===== src/rtl/v_rams_arb2.sv =====
// Two-requester round-robin arbiter in front of a single-port read-first RAM.
// Bursts by one owner are capped at BURST grants while the other port waits.
module v_rams_arb2 #(
    parameter int AW    = 6,
    parameter int DW    = 16,
    parameter int BURST = 4
) (
    input  logic          clk,
    input  logic          rst,
    input  logic          req0,
    input  logic          we0,
    input  logic [AW-1:0] a0,
    input  logic [DW-1:0] di0,
    output logic          gnt0,
    output logic          rvalid0,
    output logic [DW-1:0] rdata0,
    input  logic          req1,
    input  logic          we1,
    input  logic [AW-1:0] a1,
    input  logic [DW-1:0] di1,
    output logic          gnt1,
    output logic          rvalid1,
    output logic [DW-1:0] rdata1
);

    localparam int            CW      = $clog2(BURST + 1);
    localparam logic [CW-1:0] CNT_MAX = CW'(BURST);
    localparam logic [CW-1:0] CNT_ONE = CW'(1);

    typedef enum logic [1:0] {
        IDLE = 2'd0,
        OWN0 = 2'd1,
        OWN1 = 2'd2
    } state_t;

    state_t        state, state_nxt;
    logic [CW-1:0] cnt, cnt_nxt;
    logic          lp, lp_nxt;

    logic          ram_we;
    logic [AW-1:0] ram_addr;
    logic [DW-1:0] ram_din;
    logic [DW-1:0] ram_dout;
    logic [DW-1:0] mem [2**AW];

    // Grant decision: combinational so an accepted access reaches the RAM
    // at the very next edge.
    always_comb begin
        // NOTE: every output of this block gets a default first, so no path
        // leaves a signal unassigned and no latch is inferred.
        gnt0      = 1'b0;
        gnt1      = 1'b0;
        state_nxt = state;
        cnt_nxt   = cnt;
        lp_nxt    = lp;

        unique case (state)
            IDLE: begin
                if (req0 && (!req1 || lp)) begin
                    gnt0      = 1'b1;
                    state_nxt = OWN0;
                    cnt_nxt   = CNT_ONE;
                end else if (req1) begin
                    gnt1      = 1'b1;
                    state_nxt = OWN1;
                    cnt_nxt   = CNT_ONE;
                end
            end
            OWN0: begin
                if (req0 && (!req1 || cnt < CNT_MAX)) begin
                    gnt0 = 1'b1;
                    if (cnt < CNT_MAX) cnt_nxt = cnt + CNT_ONE;
                end else if (req1) begin
                    gnt1      = 1'b1;
                    state_nxt = OWN1;
                    cnt_nxt   = CNT_ONE;
                end else begin
                    state_nxt = IDLE;
                    cnt_nxt   = '0;
                end
            end
            OWN1: begin
                if (req1 && (!req0 || cnt < CNT_MAX)) begin
                    gnt1 = 1'b1;
                    if (cnt < CNT_MAX) cnt_nxt = cnt + CNT_ONE;
                end else if (req0) begin
                    gnt0      = 1'b1;
                    state_nxt = OWN0;
                    cnt_nxt   = CNT_ONE;
                end else begin
                    state_nxt = IDLE;
                    cnt_nxt   = '0;
                end
            end
            default: begin
                state_nxt = IDLE;
                cnt_nxt   = '0;
            end
        endcase

        if (gnt0) lp_nxt = 1'b0;
        if (gnt1) lp_nxt = 1'b1;

        // A reset cycle must never touch the RAM.
        if (rst) begin
            gnt0 = 1'b0;
            gnt1 = 1'b0;
        end
    end

    always_ff @(posedge clk) begin
        // NOTE: state registers use non-blocking assignments so every flop
        // samples pre-edge values regardless of block evaluation order.
        if (rst) begin
            state <= IDLE;
            cnt   <= '0;
            lp    <= 1'b1;
        end else begin
            state <= state_nxt;
            cnt   <= cnt_nxt;
            lp    <= lp_nxt;
        end
    end

    // RAM port mux: port 0 drives the address when nobody is granted.
    assign ram_we   = (gnt0 & we0) | (gnt1 & we1);
    assign ram_addr = gnt1 ? a1 : a0;
    assign ram_din  = gnt1 ? di1 : di0;

    always_ff @(posedge clk) begin
        // NOTE: the RAM array and its output register are deliberately not
        // reset; a memory with reset cannot map onto block RAM.
        if (gnt0 || gnt1) begin
            ram_dout <= mem[ram_addr];
            if (ram_we) mem[ram_addr] <= ram_din;
        end
    end

    always_ff @(posedge clk) begin
        if (rst) begin
            rvalid0 <= 1'b0;
            rvalid1 <= 1'b0;
        end else begin
            rvalid0 <= gnt0 & ~we0;
            rvalid1 <= gnt1 & ~we1;
        end
    end

    assign rdata0 = ram_dout;
    assign rdata1 = ram_dout;

    a_onehot_gnt: assert property (@(posedge clk) !(gnt0 && gnt1));
    a_gnt0_req:   assert property (@(posedge clk) gnt0 |-> req0);
    a_gnt1_req:   assert property (@(posedge clk) gnt1 |-> req1);
    a_rst_nognt:  assert property (@(posedge clk) rst |-> !(gnt0 || gnt1));

endmodule

===== config.mk =====
export PLATFORM = sky130hd
export DESIGN_NAME = v_rams_arb2
export DESIGN_NICKNAME = d
export VERILOG_FILES = /design/src/rtl/v_rams_arb2.sv
export SDC_FILE = /design/constraint.sdc
export NUM_CORES = 1
export LEC_CHECK = 0
export CAP_MARGIN = 20
export CORE_ASPECT_RATIO = 1.25
export CORE_MARGIN = 1.5
export CORE_UTILIZATION = 40
export DETAILED_ROUTE_END_ITERATION = 10
export HOLD_SLACK_MARGIN = 0.06
export SLEW_MARGIN = 5
export SYNTH_ARGS = -nofsm -noshare
export SYNTH_HDL_FRONTEND = slang
export SYNTH_SLANG_ARGS = --single-unit

===== constraint.sdc =====
create_clock -name clk -period 4.4 [get_ports clk]
set_input_delay 0.88 -clock clk [delete_from_list [all_inputs] [get_ports clk]]
set_output_delay 0.88 -clock clk [all_outputs]
set_load 0.01 [all_outputs]

==> impl_metrics.yaml <==
run_status:
  outcome: "complete, no violations"
floorplan:
  die_y_um: 375
  ios: 86
  rows: 136
  die_w_um: 301
  core_area_mm2: 0.110
  dieArea_mm2: 0.113
  start_util: 0.404
timing:
  tightest_slew_ps: 1080
  rsz0062_at_grt: "no"
  fin_setup_tns_ps: 0
  min_period_ps: 4190
  slew_headroom: 0.280
  fmax_ghz: 0.238
  hold_viol: 0
  finalCritPeriodShare: 0.953
  timing.hold.ws_ps: 519
  finClkSkew_ps: 25.1
  finalSetupViolCount: 0
  drv_slew: 0
global_route:
  antenna_found_initial: 7
  track_usage: 0.246
  grt_pass1_vias: 30700
  overflow: 0
  grt_pass1_wl_um: 207000
  grt_max_degree: 190
yosys:
  synth-seq-cells: 1048
  synth_most_common_cell: "edfxtp_1"
  ys_seq_area_frac: 0.708
  syn_area_mm2: 0.0444
  yosys.area.top_type_share: 0.704
  synth_top_area_cell: "edfxtp_1"
  ys_types: 41
  synth_area_per_cell_um2: 13.2
  syn_nets: 3413
  synth_commonest_cells: "edfxtp_1, o21ai_0, a21oi_1"
  synth_flop_cell: "edfxtp_1"
  ys_warn_count: 0
  syn-instance-count: 3362
  synth_top_cells_by_area: "edfxtp_1, o211ai_1, o21ai_0"
  synth_edf_count: 1040
  async_flop_share: 0
critical_path:
  startpoint_type: "register"
  critPathRequiredTime_ps: 3520
  crit_type: "register to primary output"
  crit_fanout: 49
  cp_data_arrival_time_ps: 3310
  crit_path_end_kind: "primary output"
route:
  drc: 0
  vias: 31600
  viasPerCell: 6.31
  routedWlPerCell_um: 28.1
  wl_um: 141000
  ant_nets: 0
  dr.pass1.iters: 6
  drtIter0Drc: 3976
min_path:
  hold_class: "register to register"
placed_design:
  gp_congestion: 0.836
  dpl_cell_area_mm2: 0.0496
  place_hpwl_um: 77200
  dpl.cell_count: 4825
  port_buffers: 85
final_layout:
  drive_gt1_frac: 0.149
  design_area_mm2: 0.0529
  final_cell_count_no_fill: 5017
  fin_nets: 3531
  area_growth_pct: 19.2
  nFillCells: 9598
run:
  cap_violations: 0
clocking:
  clkLatencyLatePin_ps: 720
  clkSinkCount: 1048
  htreeDepth: 3
  clk_pin_slew_ps: 60
  cts-root-buf: "clkbuf_16"
  ctsHoldBuffers: 0
  cts_tree: "done"
  cts_buffer_depth: 3
  postCtsSetupRepairBufs: 0
  numCtsBuffers: 101
power:
  max-vdd-ir-drop_uv: 295
  p_leak_uw: 0.0159
  power_density_mw_per_mm2: 420
[report_power, final]
group          total [uW]  leakage [uW]  switching, uW  internal (uW)
registers           11200       0.00942           44.0          11100
logic                2460       0.00493           1630            831
clock network        8610       0.00158           3840           4760
[kinds of logic (layout without fill, tap and decap cells)]
group | count (synthesis) | after routing | share of synthesized area
AOI/OAI and AO/OA | 1623 | 1623 | 0.215
muxes | 25 | 25 | 0.00688
DFF | 1048 | 1048 | 0.708
buffers and inverters | 392 | 595 | 0.0372
other | 0 | 3 | 0
xor gates and xnor gates | 1 | 1 | 0.000197
adders and majority gates | 1 | 1 | 0.000282
and+or+nand+nor | 272 | 272 | 0.0331
[layout make-up]
class                      instances  area, um2  area share
tap                             1449       1810      0.0343
sequential                      1048      31400       0.593
multi-input combinational       1922      11500       0.218
inverter                           4       22.5    0.000426
timing repair buffer             403       4910      0.0929
clock buffer                     128       2690      0.0509
antenna                            3       7.51    0.000142
clock inverter                    60        543      0.0103
[path summary, 6_finish.rpt]
check                                    startpoint                   end  slack [ps]  depth (start not counted)
worst max-delay path            cnt[2]$_SDFFE_PP0P_                  gnt1         210                          6
worst min-delay path            cnt[1]$_SDFFE_PP0P_   cnt[1]$_SDFFE_PP0P_         520                          2
worst max register to register  cnt[2]$_SDFFE_PP0P_  rdata0[12]$_DFFE_PP_         350                         10
worst min register to register  cnt[1]$_SDFFE_PP0P_   cnt[1]$_SDFFE_PP0P_         520                          2
[metrics by stage]
| step | utilization | worst slack (ps) | total power, uW |
|---|---|---|---|
| 2_1_floorplan | - | 378 | 12500 |
| 3_3_place_gp | 0.451 | -419 | 13800 |
| 3_5_place_dp | 0.451 | -401 | 13800 |
| 4_1_cts | 0.481 | 37.3 | 22300 |
| 5_1_grt | 0.481 | 104 | 22800 |
| 6_report | 0.481 | 206 | 22200 |
[layer usage]
metal	part of all wire	track usage
met4	0.044	0.116
met5	0.00026	0
met2	0.47	0.379
met3	0.086	0.0388
met1	0.40	0.340
[registers in the layout, indices dropped and copies added (netlist names)]
name / count
mem: 1024
rdata0: 16
cnt: 3
state: 2
lp: 1
rvalid0: 1
rvalid1: 1
[placed cells by master, fill, tap and decap left out, drive strengths merged, types with 2 or more instances in the layout]
master and instances:
a21boi 2, mux2 19, nand2b 3, bufinv 7, nor3 4, nor2 77
clkbuf 129, clkdlybuf4s50 85, o211a 2, inv 6, nor4 128, buf 317
or3 8, mux2i 6, a21oi 516, edfxtp 1040, o22ai 67, o211ai 512
nand2 24, clkinvlp 3, nand3 3, nor2b 4, o21ai 519, clkinv 48
nand3b 3, or4 16, diode 3, dfxtp 8
[critical path, stage by stage, from the launching register on]
cell and delay [ps]:
dfxtp_1 440, mux2_4 340, a21oi_4 270, o211a_4 320, buf_12 320, buf_16 270, clkdlybuf4s50_1 580
[repair_timing]
| action | 4_1_cts | 5_1_grt |
|---|---|---|
| endpoints found under the setup margin | 0 | 1 |
| resized for setup | 0 | 2 |
| hold endpoints to repair | 0 | 0 |
No activity file was read; power rests on OpenSTA's default activity.
